$ cat src/rtl/stb_gen_mc.sv
// Multi-channel strobe generator whose period is measured from an asynchronous input signal.
// stb_o is registered one cycle after the phase counter; the measured period takes effect at the next counter wrap.
module stb_gen_mc #(
   parameter int unsigned T_CNT_WIDTH      = 32,
   parameter int unsigned AVG_LOG2         = 2,
   parameter int unsigned ZERO_HOLD_CYCLES = 5,
   parameter int unsigned N_CH             = 2,
   parameter logic [T_CNT_WIDTH-1:0] TIMEOUT_CYCLES = {T_CNT_WIDTH{1'b1}}
) (
   input  logic                        clk_i,
   input  logic                        arst_ni,
   input  logic                        sig_i,
   input  logic                        run_det_i,
   input  logic [N_CH-1:0]             oe_i,
   input  logic [N_CH*T_CNT_WIDTH-1:0] phase_i,
   output logic [N_CH-1:0]             stb_o,
   output logic [T_CNT_WIDTH-1:0]      stb_period_o,
   output logic                        rdy_o,
   output logic                        err_o
);

   localparam int unsigned AW = T_CNT_WIDTH + AVG_LOG2;
   localparam int unsigned EW = AVG_LOG2 + 1;
   localparam logic [EW-1:0]          LAST_EDGE = EW'((1 << AVG_LOG2) - 1);
   localparam logic [T_CNT_WIDTH-1:0] ZH        = T_CNT_WIDTH'(ZERO_HOLD_CYCLES);
   localparam logic [T_CNT_WIDTH-1:0] ONE       = T_CNT_WIDTH'(1);

   typedef enum logic [1:0] {ST_GEN, ST_ARM, ST_MEAS, ST_HOLD} state_t;

   state_t                 state_q, state_d;
   logic                   sync1_q, sync1_d, sync2_q, sync2_d, sync3_q, sync3_d;
   logic                   edge_q, edge_d;
   logic [T_CNT_WIDTH-1:0] cyc_q, cyc_d;
   logic [AW-1:0]          acc_q, acc_d;
   logic [EW-1:0]          ecnt_q, ecnt_d;
   logic [T_CNT_WIDTH-1:0] period_q, period_d;
   logic                   rdy_q, rdy_d, err_q, err_d;
   logic [T_CNT_WIDTH-1:0] act_q, act_d;
   logic [T_CNT_WIDTH-1:0] cnt_q, cnt_d;
   logic [N_CH-1:0]        stb_q, stb_d;

   logic [T_CNT_WIDTH-1:0] cyc_inc;
   logic [AW-1:0]          acc_sum;
   logic [T_CNT_WIDTH-1:0] avg;

   always_comb begin
      sync1_d = sig_i;
      sync2_d = sync1_q;
      sync3_d = sync2_q;
      edge_d  = sync2_q & ~sync3_q;
   end

   assign cyc_inc = cyc_q + ONE;
   assign acc_sum = acc_q + AW'(cyc_inc);
   assign avg     = acc_sum[AW-1:AVG_LOG2];

   always_comb begin
      state_d  = state_q;
      cyc_d    = cyc_q;
      acc_d    = acc_q;
      ecnt_d   = ecnt_q;
      period_d = period_q;
      rdy_d    = rdy_q;
      err_d    = err_q;
      case (state_q)
         ST_GEN: begin
            if (run_det_i) begin
               state_d = ST_ARM;
               rdy_d   = 1'b0;
               err_d   = 1'b0;
               cyc_d   = '0;
            end
         end
         ST_ARM: begin
            if (!run_det_i) begin
               state_d = ST_GEN;
               rdy_d   = 1'b1;
               err_d   = 1'b0;
            end else if (edge_q) begin
               state_d = ST_MEAS;
               cyc_d   = '0;
               acc_d   = '0;
               ecnt_d  = '0;
            end else if (cyc_inc == TIMEOUT_CYCLES) begin
               state_d = ST_GEN;
               rdy_d   = 1'b1;
               err_d   = 1'b1;
            end else begin
               cyc_d = cyc_inc;
            end
         end
         ST_MEAS: begin
            if (!run_det_i) begin
               state_d = ST_GEN;
               rdy_d   = 1'b1;
               err_d   = 1'b0;
            end else if (edge_q) begin
               cyc_d  = '0;
               acc_d  = acc_sum;
               ecnt_d = ecnt_q + EW'(1);
               if (ecnt_q == LAST_EDGE) begin
                  rdy_d = 1'b1;
                  // Too short a period would leave no high time in the strobe.
                  if (avg > ZH) begin
                     period_d = avg;
                     state_d  = ST_HOLD;
                  end else begin
                     err_d   = 1'b1;
                     state_d = ST_GEN;
                  end
               end
            end else if (cyc_inc == TIMEOUT_CYCLES) begin
               state_d = ST_GEN;
               rdy_d   = 1'b1;
               err_d   = 1'b1;
            end else begin
               cyc_d = cyc_inc;
            end
         end
         ST_HOLD: begin
            if (!run_det_i) begin
               state_d = ST_GEN;
            end
         end
         default: state_d = ST_GEN;
      endcase
   end

   // A zero active period counts as wrapping every cycle, so the first period loads at once.
   always_comb begin
      cnt_d = cnt_q + ONE;
      act_d = act_q;
      if ((act_q == '0) || (cnt_q == act_q - ONE)) begin
         cnt_d = '0;
         act_d = period_q;
      end
   end

   always_comb begin
      logic [T_CNT_WIDTH-1:0] ph;
      logic [T_CNT_WIDTH-1:0] ph_eff;
      logic [T_CNT_WIDTH:0]   d;
      logic                   low;
      ph     = '0;
      ph_eff = '0;
      d      = '0;
      low    = 1'b0;
      stb_d  = '0;
      for (int k = 0; k < N_CH; k++) begin
         ph     = phase_i[k*T_CNT_WIDTH +: T_CNT_WIDTH];
         ph_eff = (ph < act_q) ? ph : '0;
         if (cnt_q >= ph_eff) begin
            d = {1'b0, cnt_q} - {1'b0, ph_eff};
         end else begin
            d = {1'b0, cnt_q} + {1'b0, act_q} - {1'b0, ph_eff};
         end
         low      = (act_q != '0) && (d >= ({1'b0, act_q} - {1'b0, ZH}));
         stb_d[k] = ~low & oe_i[k];
      end
   end

   always_ff @(posedge clk_i or negedge arst_ni) begin
      if (!arst_ni) begin
         state_q  <= ST_GEN;
         sync1_q  <= 1'b0;
         sync2_q  <= 1'b0;
         sync3_q  <= 1'b0;
         edge_q   <= 1'b0;
         cyc_q    <= '0;
         acc_q    <= '0;
         ecnt_q   <= '0;
         period_q <= '0;
         rdy_q    <= 1'b1;
         err_q    <= 1'b0;
         act_q    <= '0;
         cnt_q    <= '0;
         stb_q    <= '0;
      end else begin
         state_q  <= state_d;
         sync1_q  <= sync1_d;
         sync2_q  <= sync2_d;
         sync3_q  <= sync3_d;
         edge_q   <= edge_d;
         cyc_q    <= cyc_d;
         acc_q    <= acc_d;
         ecnt_q   <= ecnt_d;
         period_q <= period_d;
         rdy_q    <= rdy_d;
         err_q    <= err_d;
         act_q    <= act_d;
         cnt_q    <= cnt_d;
         stb_q    <= stb_d;
      end
   end

   assign stb_o        = stb_q;
   assign stb_period_o = period_q;
   assign rdy_o        = rdy_q;
   assign err_o        = err_q;

endmodule

$ cat config.mk
export PLATFORM = sky130hd
export DESIGN_NAME = stb_gen_mc
export DESIGN_NICKNAME = d
export VERILOG_FILES = /design/src/rtl/stb_gen_mc.sv
export SDC_FILE = /design/constraint.sdc
export NUM_CORES = 1
export LEC_CHECK = 0
export BUFFER_PORTS_ARGS = -buffer_cell sky130_fd_sc_hd__buf_2
export CAP_MARGIN = 20
export CORE_MARGIN = 5
export CORE_UTILIZATION = 52
export DETAILED_ROUTE_END_ITERATION = 8
export PLACE_DENSITY = 0.69
export SKIP_LAST_GASP = 1
export SLEW_MARGIN = 0
export SYNTH_ARGS = -nofsm -noshare
export SYNTH_HDL_FRONTEND = slang
export SYNTH_SLANG_ARGS = --single-unit
export TNS_END_PERCENT = 30
$ cat constraint.sdc
create_clock -name clk_i -period 20.5 [get_ports clk_i]
set_input_delay 2.05 -clock clk_i [delete_from_list [all_inputs] [get_ports clk_i]]
set_output_delay 2.05 -clock clk_i [all_outputs]
set_load 0.01 [all_outputs]
# Word level (Yosys, flattened, before mapping)
# Cells that the tools add are included.
[op_classes] n_eq_ne=17 bitwise=6 n_div=0 reduce_logical=16 mul=0 add_sub_neg=11 magnitude_cmp=7 n_mux=46 shifts=0
[op_table] op="two-way mux 32 bit" n=7
[op_table] op="two-way mux 34 bit" n=4
[op_table] op="case mux 34 bit (2 select lines)" n=1
[op_table] op=">= comparator 33 bit" n=2
[op_table] op="two-way mux 33 bit" n=2
[op_table] op="subtractor 32 x 32 -> 33 bit" n=2
[op_table] op="subtractor 33 x 32 -> 33 bit" n=2
[op_table] op="adder 32 x 1 -> 32 bit (second input constant)" n=2
[op_table] op=">= comparator 32 bit" n=2
[op_table] op="less-than comparator 32 bit" n=2
[op_table] op="case mux 32 bit (2 select lines)" n=1
[op_table] op="adder 34 x 32 -> 34 bit" n=1
[op_table] op="adder 32 x 32 -> 33 bit" n=1
[op_table] op="subtractor 32 x 3 -> 33 bit (second input constant)" n=1
[op_table] op="equality test 32 bit" n=1
[op_table] op="equality test 32 bit (second input constant)" n=1
[op_table] op="greater-than comparator 32 x 3 -> 1 bit (second input constant)" n=1
[op_table] op="logical NOT 32 bit" n=1
[op_table] op="nonzero test 32 bit" n=1
[op_table] op="subtractor 32 x 1 -> 32 bit (second input constant)" n=1
[op_table] op="two-way mux 2 bit" n=9
[op_table] op="AND reduction 5 bit" n=3
[op_table] op="two-way mux 1 bit" n=14
[op_table] op="two-way mux 3 bit" n=4
[op_table] op="other kinds (21)" n=37
[word_totals] mem_bits_ro=0 word_cells=117 register_bits=175 mem_bits_rw=0 n_memories=0 latch_bits=0

# Logic depth before layout (Yosys ltp)
# Gate-level depths: netlist of run 1.
[depth] word_depth=8 depth_mapped=41 mapped_depth_nobuf=39

# Worst setup path after synthesis of run 1
# OpenSTA, ideal clock, no wires.
[synth_timing] path_type="input to register" from="in phase_i[33]" to="reg stb_q[1] (netlist: stb_o[1])" setup_ps=83 setup_slack_ps=11582 t_arrival_ps=8836 stages=35 path_cell_list="ha_1 a21o_1 a21o_1 a21o_1 a21o_1 a21o_1 a21o_1 a21o_1 a211oi_1 o21a_1 clkbuf_1 o211ai_1 ha_1 o21ai_0 a21oi_1 o21ai_0 a211oi_1 nor2_1 o311ai_0 a41oi_1 a31oi_1 clkbuf_1 mux2i_1 ha_1 a21o_1 a21o_1 a21oi_1 nor2b_1 o21ai_0 nand2b_1 a21oi_1 nor2b_1 a2111oi_0 a21oi_1 o21ai_0"
[synth_via] elab_chain_len=8
[synth_rtl] item="start: declaration" line="15" text="input logic [N_CH*T_CNT_WIDTH-1:0] phase_i,"
[synth_rtl] item="less-than comparator 32 bit" line="151" text="ph_eff = (ph < act_q) ? ph : '0;"
[synth_rtl] item="two-way mux 32 bit (*)" line="151"
[synth_rtl] item="subtractor 33 x 32 -> 33 bit (tied with other cells)" line="155" text="d = {1'b0, cnt_q} + {1'b0, act_q} - {1'b0, ph_eff};"
[synth_rtl] item="two-way mux 33 bit (*)" line="152" text="if (cnt_q >= ph_eff) begin"
[synth_rtl] item=">= comparator 33 bit (*)" line="157" text="low = (act_q != '0) && (d >= ({1'b0, act_q} - {1'b0, ZH}));"
[synth_rtl] item="logical AND 1 bit (*)" line="157"
[synth_rtl] item="NOT 1 bit (*)" line="158" text="stb_d[k] = ~low & oe_i[k];"
[synth_rtl] item="bitwise AND 1 bit (*)" line="158"
[synth_rtl] item="named net stb_d[1]" line="40" text="logic [N_CH-1:0] stb_q, stb_d;"
[synth_rtl] item="end signal: assignment" line="192" text="stb_q <= stb_d;"
[synth_rtl] item="end: declaration" line="40"
# Mark *: on every way through the listed nets, which the timed path passes. The rest lies on a longest branch.
# A chain may end at the register's enable or synchronous reset.

# Worst setup path after layout of run 1
# Same ends and word-level chain as after synthesis.

==> results.yml, run 1 <==
grt:
  grt_pass1_vias: 21300
  grtUsageTotal_pct: 30.4
  grt-ovfl-total: 0
  grt_max_degree: 72
  antenna_found_initial: 1
  grt_pass1_wl_um: 116000
clock_tree:
  htreeDepth: 4
  cts_tree: "yes"
  cts_hold_buf: 0
  cts_buffers: 17
  path_clk_slew_ps: 80
  clk_root_buffer_cell: "clkbuf_16"
  clk_latency_ps: 450
  cts_setup_buffers: 0
  clkSinkCount: 175
  ctsResizeCount: 0
  clk_path_buf_depth: 2
pwr:
  power_frac_seq_pct: 36.8
  p_per_area_nw_per_um2: 39.7
  finalPower_mw: 0.971
  power.switching_mw: 0.342
  power_leakage_nw: 11.6
  vdd_drop_max_v: 0.0000847
  power_frac_comb_pct: 31.5
  netSwitchingFraction_pct: 35.2
  p_int_mw: 0.629
  clockPowerShare_pct: 31.7
routing:
  drt_wl_total_um: 74800
  via_count: 21900
  first_pass_iters: 6
  routedWlPerCell_um: 21.7
  avgViaCountPerCell: 6.35
  drtIter0Drc: 2035
  drc: 0
  ant_nets: 0
yosys:
  ys_ff_latch: 175
  synth_area_sq_um: 22900
  synthArstFlopShare_pct: 100
  syn_nets: 3204
  synthTopCellsByCount: "331 x ha_1, 239 x a21oi_1, 193 x nor2_1, 180 x xnor2_1, 174 x dfrtp_1"
  yosys.area.top_type: "dfrtp_1"
  synth.most_common_cell: "ha_1"
  synth.distinct_cells: 79
  yosysWarnings: 0
  synth_flop_cell: "dfrtp_1"
  ys_seq_area_share_pct: 19.1
  syn_avg_cell_area_sq_um: 8.18
  syn_inst: 2797
  yosysTopAreaCellShare_pct: 19.0
  synthTopCellsByArea: "dfrtp_1 19%, ha_1 18%, xnor2_1 6.9%, a21oi_1 5.2%, xor2_1 4.2%"
  synth_edf_count: 0
cells_and_area:
  num_antenna_cells: 0
  fin_util_pct: 56.6
  layout-drive-gt1-share_pct: 8.22
  nets: 3254
  syn_to_final_growth_pct: 6.97
  fillers: 3973
  regArea_sq_um: 4380
  postLayoutCellArea_sq_um: 24500
  multi_input_area_sq_um: 17700
placed_design:
  place.gp.congestion: 1.03
  pre_cts_slack_ps: 10310
  hpwlAfterDp_um: 61700
  port_buffers: 105
  place_area_sq_um: 23900
critical_path:
  crit_family: "compound AO/OA/AOI/OAI gates"
  crit_type: "in2reg"
  critPathLaunchType: "input port"
  critPathSlowestCell: "buf_4"
  crit_arrival_ps: 10190
  cp_max_fo: 59
  endpoint_kind: "register"
  required_ps: 20860
  path_buf_inv: 4
  cp_common_cell: "o21a_1"
  max_stage_delay_ps: 520
die:
  io_pins: 106
  fp.dieW_um: 220
  fp.dieH_um: 220
  start_util_pct: 52.9
  die-area_sq_um: 48300
  core-area_sq_um: 43300
  rows: 76
sta:
  hold_viol_final: 0
  skew_ps: 12.6
  setup_viol: 0
  max_slew.worst_pin.slew_ps: 1050
  relSlewSlack_pct: 29.6
  fmax_mhz: 102
  drv_slew: 0
  fin_ws_ps: 10660
  fin_crit_sh_pct: 48.0
  fin_tns_setup_ps: 0
  period_minus_slack_ps: 9840
  rsz0062_at_grt: "no"
hold_path:
  hp-class: "reg2reg"
run:
  max-cap-violations: 0
status:
  run_status: "finished clean"
-- cells in the final DEF, fill, tap and decap left out, types with 15 or more instances in the layout --
cell,count
a211oi_1,20
a21o_1,122
a21oi_1,237
a22o_1,30
and2_1,17
and3_1,33
and4_1,18
buf_2,104
buf_4,17
clkbuf_16,17
dfrtp_1,174
ha_1,331
inv_1,132
mux2_1,25
mux2_2,47
mux2i_1,20
nand2_1,172
nand2b_1,40
nand3_1,91
nand4_1,54
nor2_1,193
nor2b_1,56
nor3_1,44
nor4_1,30
o211ai_1,69
o21a_1,41
o21ai_0,172
o21bai_1,29
o31ai_1,17
or3_1,15
xnor2_1,180
xor2_1,109
-- flip-flops by register name, summed over array words and instances (netlist names), 2 cells and up --
register      cells
cyc_q            32
ecnt_q            3
stb_o             2
cnt_q            32
stb_period_o     32
state_q           2
acc_q            34
act_q            32
-- final timing paths --
check,slack [ps],cells after the start,from,end
max,10660,37,phase_i[33],stb_o[1]$_DFF_PN0_
min,360,0,sync1_q$_DFF_PN0_,sync2_q$_DFF_PN0_
max reg2reg,11680,37,act_q[1]$_DFFE_PN0N_,stb_o[1]$_DFF_PN0_
min reg2reg,360,0,sync1_q$_DFF_PN0_,sync2_q$_DFF_PN0_
max in group asynchronous,17720,2,arst_ni,act_q[8]$_DFFE_PN0N_
min in group asynchronous,1500,1,arst_ni,state_q[1]$_DFFE_PN0P_
-- final cells by class --
cell class | count | share of cell area (%)
clock buffer | 17 | 1.74
sequential | 175 | 17.9
multi-input combinational | 2399 | 72.1
inverter | 132 | 2.02
timing repair buffer | 122 | 2.69
tap | 585 | 2.99
clock inverter | 15 | 0.506
-- power groups by stage --
stage | Sequential [mW] | Combinational [mW] | Clock (mW)
after CTS | 0.357 | 0.302 | 0.317
after detailed placement | 0.364 | 0.300 | 0
final | 0.357 | 0.306 | 0.308
after floorplan | 0.363 | 0.216 | 0
after global placement | 0.364 | 0.294 | 0
after global routing | 0.358 | 0.337 | 0.331
-- logic make-up after synthesis --
kind of cell / Yosys count / synth area share, %
AND/OR/NAND/NOR: 798 / 17.5
buffers and inverters: 223 / 3.79
XOR/XNOR: 289 / 11.1
flip-flops: 175 / 19.1
adder cells (fa/ha/maj): 337 / 18.6
AO/OA/AOI/OAI: 883 / 25.5
multiplexers: 92 / 4.42
-- through the flow --
step	hold slack, ps	cells
2_1_floorplan	331	2797
3_3_place_gp	340	3413
3_5_place_dp	344	3413
4_1_cts	362	3445
5_1_grt	373	3445
6_report	356	3445
-- per-layer routing --
metal  GRT usage [%]  vias to the layer above  wire length, um
met2            49.0                      787            33300
met1            42.5                    10500            34100
met3            3.93                      111             5000
met4            9.92                        0             2450
met5               0                        -                0
li1                -                    10500                -
No activity file was read; power rests on OpenSTA's default activity.
==> run 2, diff against run 1 <==
--- a/config.mk
+++ b/config.mk
@@ -5,12 +5,13 @@
 export SDC_FILE = /design/constraint.sdc
 export NUM_CORES = 1
 export LEC_CHECK = 0
+export ABC_AREA = 1
 export BUFFER_PORTS_ARGS = -buffer_cell sky130_fd_sc_hd__buf_2
 export CAP_MARGIN = 20
 export CORE_MARGIN = 5
 export CORE_UTILIZATION = 52
 export DETAILED_ROUTE_END_ITERATION = 8
-export PLACE_DENSITY = 0.69
+export PLACE_DENSITY = 0.72
 export SKIP_LAST_GASP = 1
 export SLEW_MARGIN = 0
 export SYNTH_ARGS = -nofsm -noshare
==> constraint.sdc (replaced) <==
create_clock -name clk_i -period 7.9 [get_ports clk_i]
set_input_delay 0.79 -clock clk_i [delete_from_list [all_inputs] [get_ports clk_i]]
set_output_delay 0.79 -clock clk_i [all_outputs]
set_load 0.01 [all_outputs]
==> run 2 against run 1 <==
Effect of this change:
- critical path depth is 10 lower
- clock-buffer cell count stayed put
- combinational power grew to 3.8 times the previous value
- synthesized area is 8.7% higher
- power grew to 3.1 times the previous value
- largest cell class unchanged
- setup slack worse by 10000 ps
- largest power group is now combinational cells
- synthesized cell count is 38% higher
- sequential share of layout area is 1.5 points lower
- worst hold slack worse by 43 ps
==> results.yml, run 2 <==
clock_tree:
  path_clk_slew_ps: 70
  cts_hold_buf: 0
  clk_root_buffer_cell: "clkbuf_16"
  clk_path_buf_depth: 2
  clk_latency_ps: 460
  clkSinkCount: 175
  htreeDepth: 4
  cts_buffers: 17
  cts_setup_buffers: 0
  cts_tree: "yes"
  ctsResizeCount: 0
yosys:
  syn_inst: 3860
  synth_simple_gate_area_share_pct: 30.1
  yosysTopAreaCellShare_pct: 17.5
  synthTopCellsByCount: "1,047 x nand2_1, 472 x inv_1, 399 x nor2_1, 331 x ha_1, 287 x a21oi_1"
  synth.distinct_cells: 63
  yosysWarnings: 0
  synthArstFlopShare_pct: 100
  synth_compound_gate_area_share_pct: 17.0
  ys_seq_area_share_pct: 17.6
  synth_fa_ha_area_share_pct: 17.1
  synth_mux_area_share_pct: 0.282
  syn_nets: 4267
  synth_xor_area_share_pct: 9.40
  syn_avg_cell_area_sq_um: 6.44
  synth_flop_cell: "dfrtp_1"
  synth_area_sq_um: 24900
  synthTopCellsByArea: "dfrtp_1 18%, ha_1 17%, nand2_1 16%, inv_1 7.1%, xor2_1 6.2%"
  synth.most_common_cell: "nand2_1"
  synth_edf_count: 0
  ys_ff_latch: 175
  synth_top_family_by_area: "simple AND/OR/NAND/NOR gates"
  yosys.area.top_type: "dfrtp_1"
sta:
  fin_ws_ps: 577
  period_minus_slack_ps: 7320
  hold_viol_final: 0
  setup_viol: 0
  max_slew.worst_pin.slew_ps: 1100
  skew_ps: 11.7
  fmax_mhz: 137
  fin_crit_sh_pct: 92.7
  relSlewSlack_pct: 26.6
  fin_tns_setup_ps: 0
  rsz0062_at_grt: "no"
  drv_slew: 0
critical_path:
  critPathLaunchType: "register"
  startpoint: "act_q[15]$_DFFE_PN0N_"
  rrSetupSlack_ps: 580
  cp_max_fo: 27
  timing.rr.start: "act_q[15]$_DFFE_PN0N_"
  crit_arrival_ps: 7640
  rr_endpoint: "stb_o[0]$_DFF_PN0_"
  crit_type: "reg2reg"
  required_ps: 8220
  reg2reg_depth: 27
  endpoint_kind: "register"
pwr:
  p_int_mw: 1.80
  power_leakage_nw: 14.3
  power.switching_mw: 1.19
  p_per_area_nw_per_um2: 111
  power_frac_comb_pct: 38.5
  clockPowerShare_pct: 28.1
  vdd_drop_max_v: 0.000145
  power_frac_seq_pct: 33.4
  netSwitchingFraction_pct: 39.8
routing:
  routedWlPerCell_um: 19.7
  ant_nets: 0
  avgViaCountPerCell: 5.75
  via_count: 26400
  drc: 0
  drt_wl_total_um: 90300
  drtIter0Drc: 2209
  first_pass_iters: 6
cells_and_area:
  largest-register: "acc_q"
  final_common_cell: "nand2_1"
  mostFrequentLayoutCells: "1,047 x nand2_1, 471 x inv_1, 398 x nor2_1"
  largest_reg_flops: 34
  syn_to_final_growth_pct: 7.56
  num_antenna_cells: 0
  postLayoutCellArea_sq_um: 26700
  fillers: 4944
  nets: 4369
  layout-drive-gt1-share_pct: 6.27
placed_design:
  hpwlAfterDp_um: 76900
  port_buffers: 105
  place.gp.congestion: 1.04
  pre_cts_slack_ps: 188
  place_area_sq_um: 26200
grt:
  grtUsageTotal_pct: 33.5
  grt-ovfl-total: 0
  grt_pass1_wl_um: 139000
  grt_max_degree: 94
  grt_pass1_vias: 25800
  antenna_found_initial: 0
die:
  die-area_sq_um: 52300
  fp.dieW_um: 229
  io_pins: 106
  core-area_sq_um: 47500
  start_util_pct: 52.3
  rows: 80
  fp.dieH_um: 229
run:
  max-cap-violations: 0
status:
  run_status: "finished clean"
hold_path:
  hp-class: "in2async"
-- run 2: changes by cell type in the layout (fill, tap and decap cells not counted), moves of 39 or more --
cell / delta
xnor2_1: -92
a21oi_1: +49
mux2_2: -47
inv_1: +339
nor2b_1: -56
xor2_1: +68
nand3_1: +43
o211ai_1: -60
nor2_1: +205
nand2b_1: -39
a21o_1: -102
nand2_1: +875
o21ai_0: +59
-- run 2: cell families (layout without fill, tap and decap cells) --
kind of cell	after synthesis	in the layout
flip-flops	175	175
AND/OR/NAND/NOR	1800	1800
multiplexers	7	7
AO/OA/AOI/OAI	743	743
buffers and inverters	532	646
XOR/XNOR	266	266
adder cells (fa/ha/maj)	337	337
-- run 2: routing by layer --
layer	track usage, %	part of all wire [%]	vias up	routed length, um
met5	0	0	-	0
met4	17.5	6.1	0	5520
met3	3.12	6.2	227	5620
met2	57.6	47	964	42400
met1	41.8	41	12200	36800
li1	-	-	13100	-
-- run 2: worst max path at each step --
stage | cells after the start | to
finish | 27 | stb_o[0]$_DFF_PN0_
detailed placement | 29 | stb_o[0]$_DFF_PN0_
floorplan | 33 | stb_o[0]$_DFF_PN0_
CTS | 29 | stb_o[0]$_DFF_PN0_
global placement | 29 | stb_o[0]$_DFF_PN0_
global route | 27 | stb_o[0]$_DFF_PN0_
-- run 2: final cells by class --
class | instances | area (sq um) | area share, %
inverter | 476 | 1790 | 6.69
timing repair buffer | 139 | 837 | 3.13
clock buffer | 17 | 425 | 1.59
clock inverter | 14 | 143 | 0.533
tap | 615 | 769 | 2.88
multi-input combinational | 3153 | 18400 | 68.8
sequential | 175 | 4380 | 16.4
-- run 2: worst max-delay path, cell delays in order (launching register included) --
cell,delay [ps]
dfrtp_1,460
inv_1,240
ha_1,360
nand2_1,70
inv_1,50
nand3_1,90
o41ai_1,360
buf_4,210
nand4_1,90
nand2_1,140
clkinvlp_4,480
nand2_1,400
inv_1,100
fa_1,430
nand3b_1,170
nand2_1,100
a21oi_1,130
o21ai_0,310
a21boi_1,220
o21ai_0,650
xnor2_1,190
mux2i_1,110
ha_1,310
nand2_1,170
nor4b_1,650
nand2_1,170
o2111ai_1,370
a21boi_0,140
-- run 2: power groups by stage --
stage	logic (mW)	registers, mW	clock network [mW]
2_1_floorplan	0.806	0.998	0
3_3_place_gp	1.12	1.01	0
3_5_place_dp	1.13	1.01	0
4_1_cts	1.13	0.996	0.857
5_1_grt	1.29	1.00	0.888
6_report	1.15	0.997	0.838
-- run 2: through the flow --
step | util [%] | total power, mW | hold slack, ps | instances
floorplan | - | 1.80 | 331 | 3860
global placement | 55.1 | 2.13 | 334 | 4558
detailed placement | 55.1 | 2.14 | 337 | 4558
CTS | 56.3 | 2.98 | 337 | 4589
global route | 56.3 | 3.18 | 352 | 4589
finish | 56.3 | 2.98 | 313 | 4589
